`config.mk`:
```
export PLATFORM = sky130hd
export DESIGN_NAME = mul_unit
export DESIGN_NICKNAME = d
export VERILOG_FILES = /design/src/rtl/mul_unit.sv
export SDC_FILE = /design/constraint.sdc
export NUM_CORES = 1
export LEC_CHECK = 0
export CAP_MARGIN = 10
export CORE_UTILIZATION = 55
export DETAILED_ROUTE_END_ITERATION = 8
export HOLD_SLACK_MARGIN = 0.06
export PLACE_DENSITY = 0.87
export SLEW_MARGIN = 40
export SYNTH_ARGS = -nofsm -noshare
export SYNTH_HDL_FRONTEND = slang
export SYNTH_SLANG_ARGS = --single-unit
export TNS_END_PERCENT = 10
```
`constraint.sdc`:
```
create_clock -name clk -period 12.9 [get_ports clk]
set_clock_uncertainty 0.1 [all_clocks]
set_input_delay 2.58 -clock clk [delete_from_list [all_inputs] [get_ports clk]]
set_output_delay 2.58 -clock clk [all_outputs]
set_load 0.005 [all_outputs]
```
`src/rtl/mul_unit.sv`:
```
// mul_unit -- iterative RV64M multiplier (MUL, MULH, MULHSU, MULHU).
// Radix-2 shift-add over WIDTH cycles, plus one sign-fix cycle and a
// one-cycle done state. Fixed latency: start sampled at edge T, done at T+66.
//
// Ports:
//   clk     rising-edge clock
//   reset   asynchronous active-high reset
//   start   request a multiply (sampled only when not busy)
//   kill    synchronous abort; overrides start
//   op      funct3[1:0]: 00 MUL, 01 MULH, 10 MULHSU, 11 MULHU
//   a, b    rs1 / rs2 operands, captured with an accepted start
//   busy    high during RUN and FIX
//   done    one-cycle pulse, result newly valid
//   result  registered result, held until the next completion
module mul_unit #(
  parameter int WIDTH = 64
) (
  input  logic             clk,
  input  logic             reset,
  input  logic             start,
  input  logic             kill,
  input  logic [1:0]       op,
  input  logic [WIDTH-1:0] a,
  input  logic [WIDTH-1:0] b,
  output logic             busy,
  output logic             done,
  output logic [WIDTH-1:0] result
);

  localparam int CW = $clog2(WIDTH);

  typedef enum logic [1:0] {IDLE, RUN, FIX, DONE} state_t;

  state_t             state, nxt;
  logic [CW-1:0]      cnt;
  logic [WIDTH-1:0]   mcand;
  // The architectural accumulator is one bit wider, but its top bit is
  // always zero after the shift, so only the low 2*WIDTH bits are stored.
  // The add carry lives in the 65-bit sum and lands in acc[127] on shift.
  logic [2*WIDTH-1:0] acc;
  logic               neg;
  logic               low_sel;

  logic               accept;
  logic               a_neg, b_neg;
  logic [WIDTH-1:0]   a_mag, b_mag;
  logic [WIDTH:0]     sum;
  logic [2*WIDTH-1:0] acc_nxt;
  logic [2*WIDTH-1:0] prod;

  assign accept = start && !kill && (state == IDLE || state == DONE);

  // a is signed for MULH/MULHSU, b only for MULH. The magnitude of the most
  // negative value is itself, read as unsigned 2^(WIDTH-1).
  assign a_neg = (op == 2'b01 || op == 2'b10) && a[WIDTH-1];
  assign b_neg = (op == 2'b01) && b[WIDTH-1];
  assign a_mag = a_neg ? (~a + 1'b1) : a;
  assign b_mag = b_neg ? (~b + 1'b1) : b;

  assign sum     = {1'b0, acc[2*WIDTH-1:WIDTH]} + (acc[0] ? {1'b0, mcand} : '0);
  assign acc_nxt = {sum, acc[WIDTH-1:1]};
  assign prod    = neg ? (~acc + 1'b1) : acc;

  assign busy = (state == RUN) || (state == FIX);
  assign done = (state == DONE);

  always_comb begin
    nxt = state;
    case (state)
      IDLE: if (accept) nxt = RUN;
      RUN: begin
        if (kill)                          nxt = IDLE;
        else if (cnt == CW'(WIDTH - 1))    nxt = FIX;
      end
      FIX:  nxt = kill ? IDLE : DONE;
      DONE: nxt = accept ? RUN : IDLE;
      default: nxt = IDLE;
    endcase
  end

  always_ff @(posedge clk or posedge reset) begin
    if (reset) state <= IDLE;
    else       state <= nxt;
  end

  always_ff @(posedge clk or posedge reset) begin
    if (reset) begin
      cnt     <= '0;
      mcand   <= '0;
      acc     <= '0;
      neg     <= 1'b0;
      low_sel <= 1'b0;
      result  <= '0;
    end else begin
      if (accept) begin
        mcand   <= a_mag;
        acc     <= {{WIDTH{1'b0}}, b_mag};
        neg     <= a_neg ^ b_neg;
        low_sel <= (op == 2'b00);
        cnt     <= '0;
      end else if (state == RUN && !kill) begin
        acc <= acc_nxt;
        cnt <= cnt + 1'b1;
      end
      if (state == FIX && !kill)
        result <= low_sel ? prod[WIDTH-1:0] : prod[2*WIDTH-1:WIDTH];
    end
  end

endmodule

```
==> Word-level counts from Yosys, hierarchy flattened <==
Index checks and enable logic that the tools add are counted.
{ "word_totals": {"register_bits": 266, "elab_cells": 53, "inputBits": 134} }
{ "classes": {"bitwise": 4, "n_addsub": 5, "eq_ne": 8, "n_mux": 15, "n_reduce_logical": 14} }
{ "ops": {"columns": ["cell", "n"], "rows": [
  ["$mux 128", 3],
  ["$mux 64", 4],
  ["$add 128x1->128 const B", 1],
  ["$add 64x1->64 const B", 2],
  ["$not 128->128", 1],
  ["$not 64->64", 2],
  ["$add 64x64->65", 1],
  ["$mux 6", 2],
  ["$mux 2", 4],
  ["$pmux 2 s4", 1],
  ["$add 6x1->6 const B", 1],
  ["$eq 2x2->1 const B", 3],
  ["$eq 6x6->1 const B", 1],
  ["$logic_and 1x1->1", 6],
  ["$eq 2x1->1 const B", 2],
  ["$logic_not 2->1", 2],
  ["$logic_or 1x1->1", 3],
  ["$ne 3x2->1 const B", 1],
  ["$ne 2x2->1 const B", 1],
  ["$reduce_and 2->1", 1],
  ["$reduce_bool 2->1", 1],
  ["$logic_not 1->1", 1],
  ["$mux 1", 1],
  ["$xor 1x1->1", 1]
]} }

==> Longest topological paths before layout <==
{ "logic_depth": {"depth_word": 5, "mapped_depth": 14, "ltp_nobuf": 12} }

==> Worst setup path after synthesis <==
No wires, ideal clock.
{ "synth_path": {"path_kind": "input to register", "startpoint": "in b[11]", "endpoint": "reg acc[62]", "setup_slack_ns": 7.453, "t_required_ns": 12.680, "path_buffers": 0, "path_stages": 8, "arrival_ns": 5.227, "cell_sequence": "or4_1 -> nor4b_2 -> nand4b_1 -> nor4_2 -> nand2_1 -> o21a_1 -> or3_1 -> a31o_2"} }
{ "synth_via": {"elab_chain_cells": 4} }
{ "synth_lines": {"columns": ["element", "line", "source"], "rows": [
  ["from (decl)", "24", "input logic [WIDTH-1:0] b,"],
  ["$not 64->64", "58", "assign b_mag = b_neg ? (~b + 1'b1) : b;"],
  ["$add 64x1->64", "58", null],
  ["$mux 64", "58", null],
  ["$mux 128", "95", "if (accept) begin"],
  ["to (signal assigned)", "97", "acc <= {{WIDTH{1'b0}}, b_mag};"],
  ["to (signal assigned)", "102", "acc <= acc_nxt;"],
  ["to (decl)", "40", "logic [2*WIDTH-1:0] acc;"]
]} }
No other way between the ends.
A chain may end at the register's enable or synchronous reset.

==> Worst setup path after layout <==
{ "layout_path": {"startpoint": "in b[9]", "endpoint": "reg acc[49]"} }
Same word-level chain as after synthesis.

==> metrics.log <==
[metrics] status: finished, final reports clean
[metrics] antenna-violating nets left: 0
[metrics] height of the die: 197 um
[metrics] hold bufs inserted after CTS: 0
[metrics] beginning of the worst hold path: mcand[14]
[metrics] net total in the final layout: 3032
[metrics] worst-case vdd ir drop: 115 uV
[metrics] Via density: 6.43
[metrics] DRT iter0 DRCs: 2459
[metrics] final setup violation count: 0
[metrics] clock latency reported for the late side of the worst-skew pair: 580 ps
[metrics] Num Clock Sinks: 266
[metrics] maximum number of pins on one net before global-route repair: 131
[metrics] startpoint of the most critical register-to-register path: acc[0]
[metrics] critical path class: input port to register
[metrics] core outline area: 0.0376 mm2
[metrics] post-synthesis instance area: 0.0209 mm2
[metrics] master cell of the clock root buffer: clkbuf_16
[metrics] number of hold-slack violations in the final timing report: 0
[metrics] syn avg cell area: 7.68 um2
[metrics] clock tree from TritonCTS: built
[metrics] static leakage: 9.83 nW
[metrics] post_cts resized: 0
[metrics] type of origin of the critical path: input port
[metrics] #FFs+latches synth: 266
[metrics] origin of the worst setup path: b[9]
[metrics] first-pass GRT wire length: 113000 um
[metrics] final instance count without filler cells: 3356
[metrics] RSZ-0062 raised after global routing: no
[metrics] Die Footprint: 0.0388 mm2
[metrics] count of pins over their slew limit: 0
[metrics] count of warnings emitted by yosys: 0
[metrics] most frequent cells in the layout: nand2_1 (477), o21ai_0 (280), dfrtp_1 (264)
[metrics] Async SR Flop Fraction: 100%
[metrics] distinct cell type count of the synthesized netlist: 75
[metrics] Die Span X: 197 um
[metrics] most frequent standard cell in the layout excluding fill and tap cells: nand2_1
[metrics] initial antenna violation count: 0
[metrics] RePlAce Congestion: 1.06
[metrics] sum of internal, switching and leakage power: 5.18 mW
[metrics] I/O Buffers: 199
[metrics] share of the clock period used by the worst path: 47.2%
[metrics] Initial Utilization: 55.7%
[metrics] area growth from synthesis to layout: 15.9%
[metrics] highest fanout seen on the critical path: 9
[metrics] GRT Resource Usage Total: 37.1%
[metrics] clock slew at reported path FFs: 60 ps
[metrics] Slew Limit Headroom: 40.8%
[metrics] Final Cell Area: 0.0243 mm2
[metrics] sequential share of the synthesized area: 31.8%
[metrics] syn nets: 2936
[metrics] via count of the routed design: 21600
[metrics] Gate Count Post-Synth: 2726
[metrics] dpl hpwl: 55400 um
[metrics] drt first pass iters: 6
[metrics] Critical Path AT: 6430 ps
[metrics] number of buffers on the longest clock path: 3
[metrics] number of buffers created by CTS: 29
[metrics] Maximum Capacitance Violations: 0
[metrics] wire length per cell after detailed routing: 21.8 um
[metrics] top flip-flop cell by instance count after synthesis: dfrtp_1
[metrics] I/O pin count: 200
[metrics] Final TNS setup: 0 ps
[metrics] data required time at the worst endpoint: 13240 ps
[metrics] Hold/Removal Path Class: register to register
[metrics] final critical-path required period: 6090 ps
[metrics] element type at the critical path end: register
[metrics] Power per Cell Area: 214 mW/mm2
[metrics] H-tree level count: 1
[metrics] share of layout cells above drive strength 1: 4.61%
[metrics] standard-cell row count: 71
[metrics] EDFF count, synth: 0
[metrics] post-route DRC violation count: 0
[metrics] Remaining Overflow, GRT: 0
[metrics] via count of the first global-routing pass: 20200
[metrics] number of buffers added for setup after CTS: 0
[metrics] cell area after placement: 0.0232 mm2
[metrics] Worst-Margin Slew: 879 ps
[metrics] placed instance count: 3302
[metrics] DRT Wirelength: 73000 um
[metrics] fmax: 0.164 GHz
==> routing by layer <==
metal  vias to the layer above  global-route usage (%)  wire length (um)
li1                       9924                       -                 -
met1                     10200                    51.8             31100
met2                      1242                    56.5             31400
met3                       182                    7.38              7550
met4                         0                    14.2              3040
met5                         -                       0                 0
==> cells in the mapped netlist, types with 66 or more instances <==
cell	n	area, um2
nor2_1	201	754
a31oi_1	66	413
and2_1	75	469
a21oi_1	178	891
ha_1	75	938
nand2_1	479	1800
clkbuf_1	148	556
xor2_1	130	1140
dfrtp_1	266	6660
nor3_1	82	410
xnor2_1	155	1360
o21ai_0	280	1400
==> logic make-up after synthesis <==
kind of cell | count (synthesis) | share of synthesized area (%)
AO/OA/AOI/OAI | 741 | 21.3
XOR/XNOR | 285 | 11.9
adder cells (fa/ha/maj) | 76 | 4.58
buffers and inverters | 196 | 3.53
flip-flops | 266 | 31.8
multiplexers | 19 | 0.926
AND/OR/NAND/NOR | 1143 | 25.9
==> through the flow <==
step / hold WS (ps) / util [%] / setup WS, ps
after CTS: 375 / 64.5 / 6920
after global routing: 393 / 64.6 / 6460
after global placement: 355 / 61.7 / 6440
after floorplan: 342 / - / 2890
after detailed placement: 363 / 61.9 / 6390
final: 370 / 64.6 / 6810
==> layout make-up <==
type / instances / area, um2
Fill cell: 3254 / 13300
Clock inverter: 15 / 169
Clock buffer: 38 / 820
Inverter: 37 / 151
Multi-Input combinational cell: 2264 / 13600
Sequential cell: 266 / 6660
Tap cell: 511 / 639
Antenna cell: 1 / 2.50
Timing Repair Buffer: 224 / 2220
==> final timing paths <==
kind | to | slack, ps | depth (start not counted)
min in group asynchronous | state[1] | 2410 | 2
worst max-delay path | acc[49] | 6810 | 10
worst max register to register | acc[125] | 8320 | 13
worst min-delay path | mcand[14] | 370 | 2
max in group asynchronous | acc[126] | 9180 | 3
worst min register to register | mcand[14] | 370 | 2
==> power by group <==
part           leakage, nW  switching [mW]  internal [mW]
Sequential            3.38           0.511           1.19
Clock                0.471           0.361          0.506
Combinational         5.98            1.58           1.04
==> flip-flops by register name, summed over array words and instances (netlist names) <==
register,flops
acc,128
cnt,6
neg,1
state,2
low_sel,1
result,64
mcand,64
==> worst max-delay path: stages <==
cell             delay [ps]
clkdlybuf4s50_1         520
or4_1                   600
nor4b_2                 370
nand4b_1                270
nor4_1                  750
nand2_1                 450
nor3_1                  460
a31oi_1                 170
xnor2_1                 160
o21ai_0                  90
Power figures use the tool's default switching activity.
